## src/rtl/fetch_stall_responder_pkg.sv

```systemverilog
// Shared fetch-stage constants: NOP encoding, PC step and default reset vector.
package fetch_stall_responder_pkg;

  localparam logic [31:0] NOP_INSTR        = 32'h0000_0000;
  localparam logic [31:0] PC_INC           = 32'd4;
  localparam logic [31:0] RESET_PC_DEFAULT = 32'h0000_0000;

endpackage

```

## src/rtl/fetch_stall_responder_if.sv

```systemverilog
// Bus between the ID-stage hazard/branch logic, instruction memory and the fetch responder.
interface fetch_stall_responder_if #(
  parameter int CNT_W = 16
);

  logic             pc_write;
  logic             if_id_write;
  logic             id_ex_flush;
  logic             branch_taken;
  logic [31:0]      branch_target;
  logic             jump;
  logic [31:0]      jump_target;
  logic [31:0]      imem_instr;
  logic             clr_counters;
  logic [31:0]      pc;
  logic [31:0]      if_id_pc_plus4;
  logic [31:0]      if_id_instr;
  logic             if_id_valid;
  logic             id_ex_bubble;
  logic [CNT_W-1:0] stall_cycles;
  logic [CNT_W-1:0] flush_count;
  logic             stall_timeout;
  logic             protocol_err;

  modport master (
    output pc_write, if_id_write, id_ex_flush, branch_taken, branch_target,
           jump, jump_target, imem_instr, clr_counters,
    input  pc, if_id_pc_plus4, if_id_instr, if_id_valid, id_ex_bubble,
           stall_cycles, flush_count, stall_timeout, protocol_err
  );

  modport slave (
    input  pc_write, if_id_write, id_ex_flush, branch_taken, branch_target,
           jump, jump_target, imem_instr, clr_counters,
    output pc, if_id_pc_plus4, if_id_instr, if_id_valid, id_ex_bubble,
           stall_cycles, flush_count, stall_timeout, protocol_err
  );

endinterface

```

## src/rtl/fetch_stall_responder_sat_counter.sv

```systemverilog
// Saturating up-counter with synchronous clear that wins over increment.
module sat_counter #(
  parameter int W = 16
) (
  input  logic         clk,
  input  logic         rst,
  input  logic         clr_i,
  input  logic         inc_i,
  output logic [W-1:0] count_o
);

  logic [W-1:0] count_q;
  logic [W-1:0] count_d;

  always_comb begin
    count_d = count_q;
    if (clr_i) begin
      count_d = '0;
    end else if (inc_i && (count_q != {W{1'b1}})) begin
      count_d = count_q + {{(W-1){1'b0}}, 1'b1};
    end else begin
      count_d = count_q;
    end
  end

  always_ff @(posedge clk or posedge rst) begin
    if (rst) begin
      count_q <= '0;
    end else begin
      count_q <= count_d;
    end
  end

  assign count_o = count_q;

endmodule

```

## src/rtl/fetch_stall_responder.sv

```systemverilog
// Fetch-side owner of the PC and IF/ID register; applies stall, redirect and flush
// decisions from ID and keeps stall/flush statistics with sticky debug flags.
module fetch_stall_responder
  import fetch_stall_responder_pkg::*;
#(
  parameter logic [31:0] RESET_PC  = RESET_PC_DEFAULT,
  parameter int          CNT_W     = 16,
  parameter int          MAX_STALL = 8
) (
  input logic                    clk,
  input logic                    rst,
  fetch_stall_responder_if.slave bus
);

  localparam int             RUN_W    = $clog2(MAX_STALL + 1);
  localparam logic [RUN_W-1:0] RUN_LAST = RUN_W'(MAX_STALL - 1);

  logic [31:0]      pc_q, pc_d;
  logic [31:0]      ifid_pc4_q, ifid_pc4_d;
  logic [31:0]      ifid_instr_q, ifid_instr_d;
  logic             ifid_valid_q, ifid_valid_d;
  logic             bubble_q;
  logic [RUN_W-1:0] run_q, run_d;
  logic             timeout_q, timeout_d;
  logic             perr_q, perr_d;
  logic             redirect_s;
  logic             flush_s;
  logic [31:0]      pc_plus4_s;

  // A redirect during a stall is dropped: the branch stays in IF/ID and resolves again.
  always_comb begin
    redirect_s   = (bus.branch_taken | bus.jump) & bus.pc_write;
    flush_s      = bus.if_id_write & redirect_s;
    pc_plus4_s   = pc_q + PC_INC;
    pc_d         = pc_q;
    ifid_pc4_d   = ifid_pc4_q;
    ifid_instr_d = ifid_instr_q;
    ifid_valid_d = ifid_valid_q;
    run_d        = run_q;
    timeout_d    = timeout_q;
    perr_d       = perr_q;

    if (!bus.pc_write)         pc_d = pc_q;
    else if (bus.branch_taken) pc_d = bus.branch_target;
    else if (bus.jump)         pc_d = bus.jump_target;
    else                       pc_d = pc_plus4_s;

    if (!bus.if_id_write) begin
      ifid_pc4_d   = ifid_pc4_q;
      ifid_instr_d = ifid_instr_q;
      ifid_valid_d = ifid_valid_q;
    end else if (redirect_s) begin
      ifid_pc4_d   = 32'h0000_0000;
      ifid_instr_d = NOP_INSTR;
      ifid_valid_d = 1'b0;
    end else begin
      ifid_pc4_d   = pc_plus4_s;
      ifid_instr_d = bus.imem_instr;
      ifid_valid_d = 1'b1;
    end

    // Run length saturates at the trigger value; the sticky flag keeps the history.
    if (bus.clr_counters) begin
      run_d     = '0;
      timeout_d = 1'b0;
      perr_d    = 1'b0;
    end else begin
      if (bus.pc_write)          run_d = '0;
      else if (run_q != RUN_LAST) run_d = run_q + {{(RUN_W-1){1'b0}}, 1'b1};
      else                       run_d = run_q;
      timeout_d = timeout_q | (~bus.pc_write & (run_q == RUN_LAST));
      perr_d    = perr_q | (bus.pc_write ^ bus.if_id_write);
    end
  end

  always_ff @(posedge clk or posedge rst) begin
    if (rst) begin
      pc_q         <= RESET_PC;
      ifid_pc4_q   <= 32'h0000_0000;
      ifid_instr_q <= NOP_INSTR;
      ifid_valid_q <= 1'b0;
      bubble_q     <= 1'b0;
      run_q        <= '0;
      timeout_q    <= 1'b0;
      perr_q       <= 1'b0;
    end else begin
      pc_q         <= pc_d;
      ifid_pc4_q   <= ifid_pc4_d;
      ifid_instr_q <= ifid_instr_d;
      ifid_valid_q <= ifid_valid_d;
      bubble_q     <= bus.id_ex_flush;
      run_q        <= run_d;
      timeout_q    <= timeout_d;
      perr_q       <= perr_d;
    end
  end

  sat_counter #(.W(CNT_W)) u_stall_cnt (
    .clk     (clk),
    .rst     (rst),
    .clr_i   (bus.clr_counters),
    .inc_i   (~bus.pc_write),
    .count_o (bus.stall_cycles)
  );

  sat_counter #(.W(CNT_W)) u_flush_cnt (
    .clk     (clk),
    .rst     (rst),
    .clr_i   (bus.clr_counters),
    .inc_i   (flush_s),
    .count_o (bus.flush_count)
  );

  assign bus.pc             = pc_q;
  assign bus.if_id_pc_plus4 = ifid_pc4_q;
  assign bus.if_id_instr    = ifid_instr_q;
  assign bus.if_id_valid    = ifid_valid_q;
  assign bus.id_ex_bubble   = bubble_q;
  assign bus.stall_timeout  = timeout_q;
  assign bus.protocol_err   = perr_q;

endmodule

```

## src/flat_wrapper.sv

```systemverilog
// flat-port wrapper written by rule: the top's interface ports become plain ports
module fetch_stall_responder_flat import fetch_stall_responder_pkg::*;
#(
  parameter logic [31:0] RESET_PC  = RESET_PC_DEFAULT,
  parameter int          CNT_W     = 16,
  parameter int          MAX_STALL = 8
)
  (clk, rst, bus_pc_write, bus_if_id_write, bus_id_ex_flush, bus_branch_taken, bus_branch_target, bus_jump, bus_jump_target, bus_imem_instr, bus_clr_counters, bus_pc, bus_if_id_pc_plus4, bus_if_id_instr, bus_if_id_valid, bus_id_ex_bubble, bus_stall_cycles, bus_flush_count, bus_stall_timeout, bus_protocol_err);
  fetch_stall_responder_if #(.CNT_W(CNT_W)) bus_i ();
  input logic clk;
  input logic rst;
  input wire logic [$bits(bus_i.pc_write)-1:0] bus_pc_write;
  input wire logic [$bits(bus_i.if_id_write)-1:0] bus_if_id_write;
  input wire logic [$bits(bus_i.id_ex_flush)-1:0] bus_id_ex_flush;
  input wire logic [$bits(bus_i.branch_taken)-1:0] bus_branch_taken;
  input wire logic [$bits(bus_i.branch_target)-1:0] bus_branch_target;
  input wire logic [$bits(bus_i.jump)-1:0] bus_jump;
  input wire logic [$bits(bus_i.jump_target)-1:0] bus_jump_target;
  input wire logic [$bits(bus_i.imem_instr)-1:0] bus_imem_instr;
  input wire logic [$bits(bus_i.clr_counters)-1:0] bus_clr_counters;
  output wire logic [$bits(bus_i.pc)-1:0] bus_pc;
  output wire logic [$bits(bus_i.if_id_pc_plus4)-1:0] bus_if_id_pc_plus4;
  output wire logic [$bits(bus_i.if_id_instr)-1:0] bus_if_id_instr;
  output wire logic [$bits(bus_i.if_id_valid)-1:0] bus_if_id_valid;
  output wire logic [$bits(bus_i.id_ex_bubble)-1:0] bus_id_ex_bubble;
  output wire logic [$bits(bus_i.stall_cycles)-1:0] bus_stall_cycles;
  output wire logic [$bits(bus_i.flush_count)-1:0] bus_flush_count;
  output wire logic [$bits(bus_i.stall_timeout)-1:0] bus_stall_timeout;
  output wire logic [$bits(bus_i.protocol_err)-1:0] bus_protocol_err;
  assign bus_i.pc_write = bus_pc_write;
  assign bus_i.if_id_write = bus_if_id_write;
  assign bus_i.id_ex_flush = bus_id_ex_flush;
  assign bus_i.branch_taken = bus_branch_taken;
  assign bus_i.branch_target = bus_branch_target;
  assign bus_i.jump = bus_jump;
  assign bus_i.jump_target = bus_jump_target;
  assign bus_i.imem_instr = bus_imem_instr;
  assign bus_i.clr_counters = bus_clr_counters;
  assign bus_pc = bus_i.pc;
  assign bus_if_id_pc_plus4 = bus_i.if_id_pc_plus4;
  assign bus_if_id_instr = bus_i.if_id_instr;
  assign bus_if_id_valid = bus_i.if_id_valid;
  assign bus_id_ex_bubble = bus_i.id_ex_bubble;
  assign bus_stall_cycles = bus_i.stall_cycles;
  assign bus_flush_count = bus_i.flush_count;
  assign bus_stall_timeout = bus_i.stall_timeout;
  assign bus_protocol_err = bus_i.protocol_err;
  fetch_stall_responder #(.RESET_PC(RESET_PC), .CNT_W(CNT_W), .MAX_STALL(MAX_STALL)) u_core (.clk(clk), .rst(rst), .bus(bus_i));
endmodule
```

## config.mk

```make
export PLATFORM = sky130hd
export DESIGN_NAME = fetch_stall_responder_flat
export DESIGN_NICKNAME = d
export VERILOG_FILES = /design/src/rtl/fetch_stall_responder_pkg.sv /design/src/rtl/fetch_stall_responder_if.sv /design/src/rtl/fetch_stall_responder_sat_counter.sv /design/src/rtl/fetch_stall_responder.sv /design/src/flat_wrapper.sv
export SDC_FILE = /design/constraint.sdc
export NUM_CORES = 1
export LEC_CHECK = 0
export ABC_AREA = 1
export CAP_MARGIN = 25
export CELL_PAD_IN_SITES_DETAIL_PLACEMENT = 0
export CELL_PAD_IN_SITES_GLOBAL_PLACEMENT = 1
export CORE_UTILIZATION = 33
export CTS_CLUSTER_DIAMETER = 150
export DETAILED_ROUTE_END_ITERATION = 12
export GPL_TIMING_DRIVEN = 1
export PLACE_DENSITY = 0.8
export SYNTH_ARGS = -nofsm -noshare
export SYNTH_HDL_FRONTEND = slang
export SYNTH_HIERARCHICAL = 1
export SYNTH_SLANG_ARGS = --single-unit
```

## constraint.sdc

```tcl
create_clock -name clk -period 4.48 [get_ports clk]
set_clock_uncertainty 0.15 [all_clocks]
set_input_delay 0.672 -clock clk [delete_from_list [all_inputs] [get_ports clk]]
set_output_delay 0.672 -clock clk [all_outputs]
set_load 0.05 [all_outputs]
```

==> results of run 1 <==
## final cells by class
cell class / instances / share of cell area
clock buffers: 17 / 0.0407
flip-flops and latches: 136 / 0.326
multi-input cells: 657 / 0.325
clock inverters: 15 / 0.0151
well taps: 275 / 0.0329
repair buffers: 243 / 0.234
inverters: 71 / 0.0258
## state kept, by name, summed over array words and instances, names as in the netlist
| register | cells |
|---|---|
| u_core/u_stall_cnt/count_o | 16 |
| u_core/bus.protocol_err | 1 |
| u_core/bus.id_ex_bubble | 1 |
| u_core/run_q | 4 |
| u_core/bus.if_id_pc_plus4 | 32 |
| u_core/u_flush_cnt/count_o | 16 |
| u_core/bus.stall_timeout | 1 |
| u_core/bus.if_id_instr | 32 |
| u_core/bus.pc | 32 |
| u_core/bus.if_id_valid | 1 |
## metal layers
| metal | vias to the layer above | routed length (um) | global-route usage | part of all wire |
|---|---|---|---|---|
| met3 | 27 | 1580 | 0.0585 | 0.067 |
| met1 | 3278 | 10900 | 0.283 | 0.46 |
| met5 | - | 0 | 0 | 0 |
| met2 | 197 | 10700 | 0.336 | 0.45 |
| li1 | 3424 | - | - | - |
| met4 | 0 | 476 | 0.0763 | 0.020 |
## cells in the final DEF, fill, tap and decap left out, drive strengths merged, types with 4 or more instances in the layout
| master | count |
|---|---|
| nand2 | 307 |
| clkdlybuf4s50 | 235 |
| dfrtp | 136 |
| nor2 | 119 |
| inv | 75 |
| nand3 | 45 |
| a22o | 42 |
| a21oi | 31 |
| a221oi | 23 |
| nand4 | 23 |
| xor2 | 19 |
| clkbuf | 17 |
| o21ai | 15 |
| nand3b | 9 |
| buf | 8 |
| clkinv | 8 |
| xnor2 | 6 |
| a31oi | 5 |
| ha | 4 |
## path summary, 6_finish.rpt
path	depth (start not counted)	endpoint	slack, ps	from
setup / recovery	11	u_core/u_flush_cnt/count_o[9]	1540	bus_pc_write
hold / removal	2	u_core/bus.if_id_pc_plus4[20]	330	u_core/bus.if_id_pc_plus4[20]
setup reg to reg	8	u_core/bus.pc[14]	2370	u_core/bus.pc[2]
hold reg to reg	2	u_core/bus.if_id_pc_plus4[20]	330	u_core/bus.if_id_pc_plus4[20]
max in group asynchronous	3	u_core/bus.if_id_pc_plus4[15]	2770	rst
min in group asynchronous	2	u_core/u_flush_cnt/count_o[10]	630	rst
## where the power goes
part           switching [mW]  internal (mW)  total, mW
combinational           0.675          0.371       1.05
clock                   0.628          0.739       1.37
sequential              0.105           1.33       1.44
## worst max-delay path, stage by stage
cell	delay [ps]
clkdlybuf4s50_1	450
buf_4	370
inv_1	100
nor2_1	250
inv_1	140
nor2_1	140
inv_1	100
nor2_2	520
nor2_4	180
nand2_1	100
nand2_1	50
## stage by stage
step                      cells  utilization
after detailed placement   1382        0.463
after global placement     1381        0.462
after CTS                  1414        0.491
final                      1414        0.491
after floorplan             900            -
after global routing       1414        0.491
## kinds of logic after synthesis
| kind of cell | Yosys count | share of synthesized area |
|---|---|---|
| DFF | 136 | 0.471 |
| xor gates and xnor gates | 25 | 0.0323 |
| buffers and inverters | 107 | 0.0600 |
| adders and majority gates | 4 | 0.00692 |
| and+or+nand+nor | 507 | 0.310 |
| AOI/OAI and AO/OA | 121 | 0.120 |
==> metrics.md, run 1 <==
| Metric | Value |
|---|---|
| Clk slew on worst S/H paths | 60 ps |
| FP Rows | 53 |
| Final nets | 1,234 |
| Worst Tran Pin Value | 767 ps |
| DRT Pass-1 Iters | 4 |
| Number of I/O pins | between 200 and 250 |
| WL final | 23.7 mm |
| Lkg Pwr | 4.77 nW |
| Total track usage | 0.214 |
| Vias in the first global route | 6,733 |
| Worst Path Arrival | roughly 3100 ps |
| Grt total ovfl | 0 |
| CP required | between 4000 and 5000 ps |
| Final Cycle Share | 0.655 |
| Final instance area | roughly 10,000 sq um |
| Yosys cell types | 33 |
| First-pass GRT wire length | between 30 and 40 mm |
| #FFs+latches synth | 136 |
| Worst Setup Path Type | primary input to flop |
| Antenna diodes | 0 |
| Achievable frequency | 341 MHz |
| Skew-Pair Late Insertion Delay | 430 ps |
| Clk buf depth | 2 |
| Pwr per Cell Area | 369 nW/um^2 |
| Area after DPL | 9860 sq um |
| Sequential-to-total area share from yosys stat | 0.471 |
| Port Buffers | around 240 |
| Worst VDD drop | 0.238 mV |
| Final setup vio count | 0 |
| Main synth FF type | dfrtp_1 |
| Status | completed |
| Post-Synthesis Cells | 900 |
| CTS tree | yes |
| Layout area overhead | 44.4% |
| Htree depth | 4 |
| Synth top area cells | dfrtp_1 47%, nand2_1 16%, a22o_1 5.1% |
| Top cells by count, synth | 299 x nand2_1, 136 x dfrtp_1, 94 x nor2_1 |
| Die X | 150 um |
| Hold Crit Class | flop to flop |
| Post-synth top area cell | dfrtp_1 |
| Vias | approximately 6,900 |
| Initial Util | 0.340 |
| Wirelength per Cell | 16.7 um |
| DRT iter0 DRCs | 380 |
| Vias per cell | 4.90 |
| Die ar. | 22,500 sq um |
| Critical path capture point type | flop |
| Placeable Area | 21,300 sq um |
| Pwr Total | 3.85 mW |
| Chip height | 150 um |
| Post-CTS sizing | 0 |
| Rel. slew slack | 0.489 |
| Final min period | between 2000 and 3000 ps |
| Drt drc | 0 |
| Worst slack, placed | 1110 ps |
| Top-count cell post-synth | nand2_1 |
| DP Wirelength | 17.3 mm |
| Post-synth EDFFs | 0 |
| # hold bufs at CTS | 0 |
| Storage cell area | 3400 sq um |
| Largest net degree at the start of global routing | 66 |
| Setup bufs post-CTS | 0 |
| Final WS setup | 1540 ps |
| CTS sink count | between 100 and 150 |
| Root buffer cell | clkbuf_16 |
| Area share of the largest cell type after synthesis | 0.471 |
| CP Max Fanout | 35 |
| Slew Viols, Final | 0 |
| # fillers | roughly 2,100 |
| Mapped cell area | 7230 sq um |
| Setup crit start kind | primary input |
| Post-DRT Antenna Nets | 0 |
| GP Congestion | roughly 0.9 |
| Synth warnings | 6 |
| Num CTS Buffers | 17 |
| RSZ-0062 raised after global routing | no |
| TNS Setup | 0 ps |
| Final hold slack | 334 ps |
| Final hold vios | 0 |
| Post-Syn Area per Cell | 8.04 sq um |
| Ys async rst share | 1.00 |
| Net Count, Synth | 1,008 |
| Max-cap viol count | 0 |
| Layout cells sized above 1 | 0.0702 |
| Antenna violations before repair | 0 |
| Multi-input logic area | 3400 sq um |
Power figures use the tool's default switching activity.
==> run 2, diff against run 1 <==
--- a/config.mk
+++ b/config.mk
@@ -9,11 +9,11 @@
 export CAP_MARGIN = 25
 export CELL_PAD_IN_SITES_DETAIL_PLACEMENT = 0
 export CELL_PAD_IN_SITES_GLOBAL_PLACEMENT = 1
-export CORE_UTILIZATION = 33
+export CORE_UTILIZATION = 30
 export CTS_CLUSTER_DIAMETER = 150
 export DETAILED_ROUTE_END_ITERATION = 12
 export GPL_TIMING_DRIVEN = 1
-export PLACE_DENSITY = 0.8
+export PLACE_DENSITY = 0.77
 export SYNTH_ARGS = -nofsm -noshare
 export SYNTH_HDL_FRONTEND = slang
 export SYNTH_HIERARCHICAL = 1
==> constraint.sdc (replaced) <==
create_clock -name clk -period 2.65 [get_ports clk]
set_clock_uncertainty 0.15 [all_clocks]
set_input_delay 0.3975 -clock clk [delete_from_list [all_inputs] [get_ports clk]]
set_output_delay 0.3975 -clock clk [all_outputs]
set_load 0.05 [all_outputs]
==> metrics.md, run 2 (same netlist as run 1, synthesis figures left out) <==
| Metric | Value |
|---|---|
| Setup crit start kind | flop |
| Wirelength per Cell | 16.7 um (-0.20%) |
| Rel. slew slack | 0.505 (+0.0164) |
| Vias per cell | 4.73 (-3.5%) |
| Final Cycle Share | 0.876 |
| Worst Path Arrival | 1770 ps (-1330 ps) |
| GP Congestion | 0.865 (-3.1%) |
| Vias in the first global route | 6,789 (+0.83%) |
| Htree depth | 4 (unchanged) |
| Buffers and inverters on the worst path | 1 (-4) |
| Largest net degree at the start of global routing | 105 (+59%) |
| CP required | 2100 ps (-2550 ps) |
| Clk slew on worst S/H paths | 60 ps (about the same) |
| Final WS setup | 328 ps (-1220 ps) |
| Critical path capture point type | output port |
| RSZ-0062 raised after global routing | no |
| Commonest non-fill, non-tap cell in the layout | nand2_1 |
| Worst VDD drop | 0.373 mV (+57%) |
| Post-CTS sizing | 0 (unchanged) |
| Worst Setup Path Type | flop to output port |
| CTS sink count | 136 (unchanged) |
| Chip height | 157 um (+4.8%) |
| Initial Util | 0.307 (-0.0326) |
| Status | completed |
| DP Wirelength | 17.8 mm (+3.4%) |
| Cell family with most CP delay | buffers and inverters |
| Final nets | 1,239 (+0.41%) |
| Non-Filler Instances | 1,463 (+3.5%) |
| Delay of the slowest critical-path stage | 870 ps (+350 ps) |
| Multi-input logic area | 3400 sq um (unchanged) |
| # hold bufs at CTS | 0 (unchanged) |
| CP Max Fanout | 7 (-80%) |
| Final setup vio count | 0 (unchanged) |
| Worst-path cell chain | clkdlybuf4s50_1 |
| Number of I/O pins | 236 (unchanged) |
| Drt drc | 0 (unchanged) |
| Skew-Pair Late Insertion Delay | 420 ps (about the same) |
| Port Buffers | 235 (unchanged) |
| Final hold vios | 0 (unchanged) |
| Die X | 157 um (+4.8%) |
| Layout cells sized above 1 | 0.0743 (+0.00406) |
| Antenna diodes | 0 (unchanged) |
| Max-cap viol count | 0 (unchanged) |
| # fillers | 2,346 (+14%) |
| Hold Crit Class | primary input to flop |
| Num CTS Buffers | 17 (unchanged) |
| Slew Viols, Final | 0 (unchanged) |
| Setup bufs post-CTS | 0 (unchanged) |
| Die ar. | 24,700 sq um (+9.9%) |
| Post-DRT Antenna Nets | 0 (unchanged) |
| Storage cell area | 3400 sq um (unchanged) |
| CTS tree | yes |
| Worst slack, placed | 217 ps (-896 ps) |
| Layout area overhead | 45.6% |
| FP Rows | 56 (+5.7%) |
| Final min period | 2320 ps |
| WL final | 24.4 mm (+3.3%) |
| Achievable frequency | 431 MHz |
| Critical Path Slowest Stage Cell | clkdlybuf4s50_1 |
| Grt total ovfl | 0 (unchanged) |
| First-pass GRT wire length | 38.1 mm (+3.5%) |
| Total track usage | 0.202 (-0.0125) |
| Antenna violations before repair | 0 (unchanged) |
| Clk buf depth | 2 (unchanged) |
| Placeable Area | 23,500 sq um (+11%) |
| Pwr per Cell Area | 616 nW/um^2 (+67%) |
| DRT iter0 DRCs | 472 (+24%) |
| Most frequent cells in the layout | 299 x nand2_1, 235 x clkdlybuf4s50_1, 136 x dfrtp_1 |
| TNS Setup | 0 ps (unchanged) |
| Vias | 6,916 (-0.14%) |
| Pwr Total | 6.48 mW (+68%) |
| Root buffer cell | clkbuf_16 |
| Lkg Pwr | 4.78 nW (+0.22%) |
| DP Cell Count | 1,431 (+3.5%) |
| DRT Pass-1 Iters | 5 (+1) |
| Worst Tran Pin Value | 742 ps (-24.5 ps) |
run 2: cell count changes in the layout (fill, tap and decap cells not counted):
cell        before  now
buf_12           1    4
buf_16           1    0
buf_4            6    9
clkinv_4         3    1
clkinv_8         3    0
clkinvlp_4       3    6
inv_4            1    0
inv_6            3    6
run 2: stage by stage:
step                      utilization  hold slack [ps]  cell area, sq um
after floorplan                     -              161              7240
final                           0.447              281             10500
after detailed placement        0.424              314              9970
after global routing            0.447              273             10500
after CTS                       0.447              266             10500
after global placement          0.424              314              9970
run 2: path summary, 6_finish.rpt:
check / slack, ps / cells after the start / to / startpoint
max: 330 / 1 / bus_pc[26] / u_core/bus.pc[26]
min: 280 / 1 / u_core/bus.id_ex_bubble / bus_id_ex_flush
max reg2reg: 470 / 8 / u_core/bus.pc[14] / u_core/bus.pc[2]
min reg2reg: 330 / 2 / u_core/bus.if_id_pc_plus4[30] / u_core/bus.if_id_pc_plus4[30]
max in group asynchronous: 1480 / 3 / u_core/bus.if_id_instr[15] / rst
min in group asynchronous: 370 / 2 / u_core/u_stall_cnt/count_o[9] / rst
run 2: power by group:
group          switching [mW]  internal [mW]  leakage (nW)
clock network            1.03           1.23         0.260
registers               0.170           2.25          1.73
logic                    1.16          0.635          2.78
total                    2.36           4.12          4.78
run 2: routing by layer:
metal | track usage | routed length (um) | up-vias
met2 | 0.323 | 11300 | 212
met3 | 0.0600 | 1820 | 15
li1 | - | - | 3436
met4 | 0.0476 | 295 | 0
met1 | 0.267 | 11000 | 3253
met5 | 0 | 0 | -
run 2: area by class of cell:
| cell class | count | area share |
|---|---|---|
| Sequential cell | 136 | 0.323 |
| Clock buffer | 17 | 0.0404 |
| Timing Repair Buffer | 248 | 0.237 |
| Multi-Input combinational cell | 657 | 0.323 |
| Clock inverter | 15 | 0.0126 |
| Inverter | 71 | 0.0257 |
| Tap cell | 319 | 0.0379 |
==> run 3, diff against run 2 <==
--- a/config.mk
+++ b/config.mk
@@ -10,7 +10,6 @@
 export CELL_PAD_IN_SITES_DETAIL_PLACEMENT = 0
 export CELL_PAD_IN_SITES_GLOBAL_PLACEMENT = 1
 export CORE_UTILIZATION = 30
-export CTS_CLUSTER_DIAMETER = 150
 export DETAILED_ROUTE_END_ITERATION = 12
 export GPL_TIMING_DRIVEN = 1
 export PLACE_DENSITY = 0.77
==> results of run 3 <==
Final layout, timing and power as in run 2 (identical DEF).
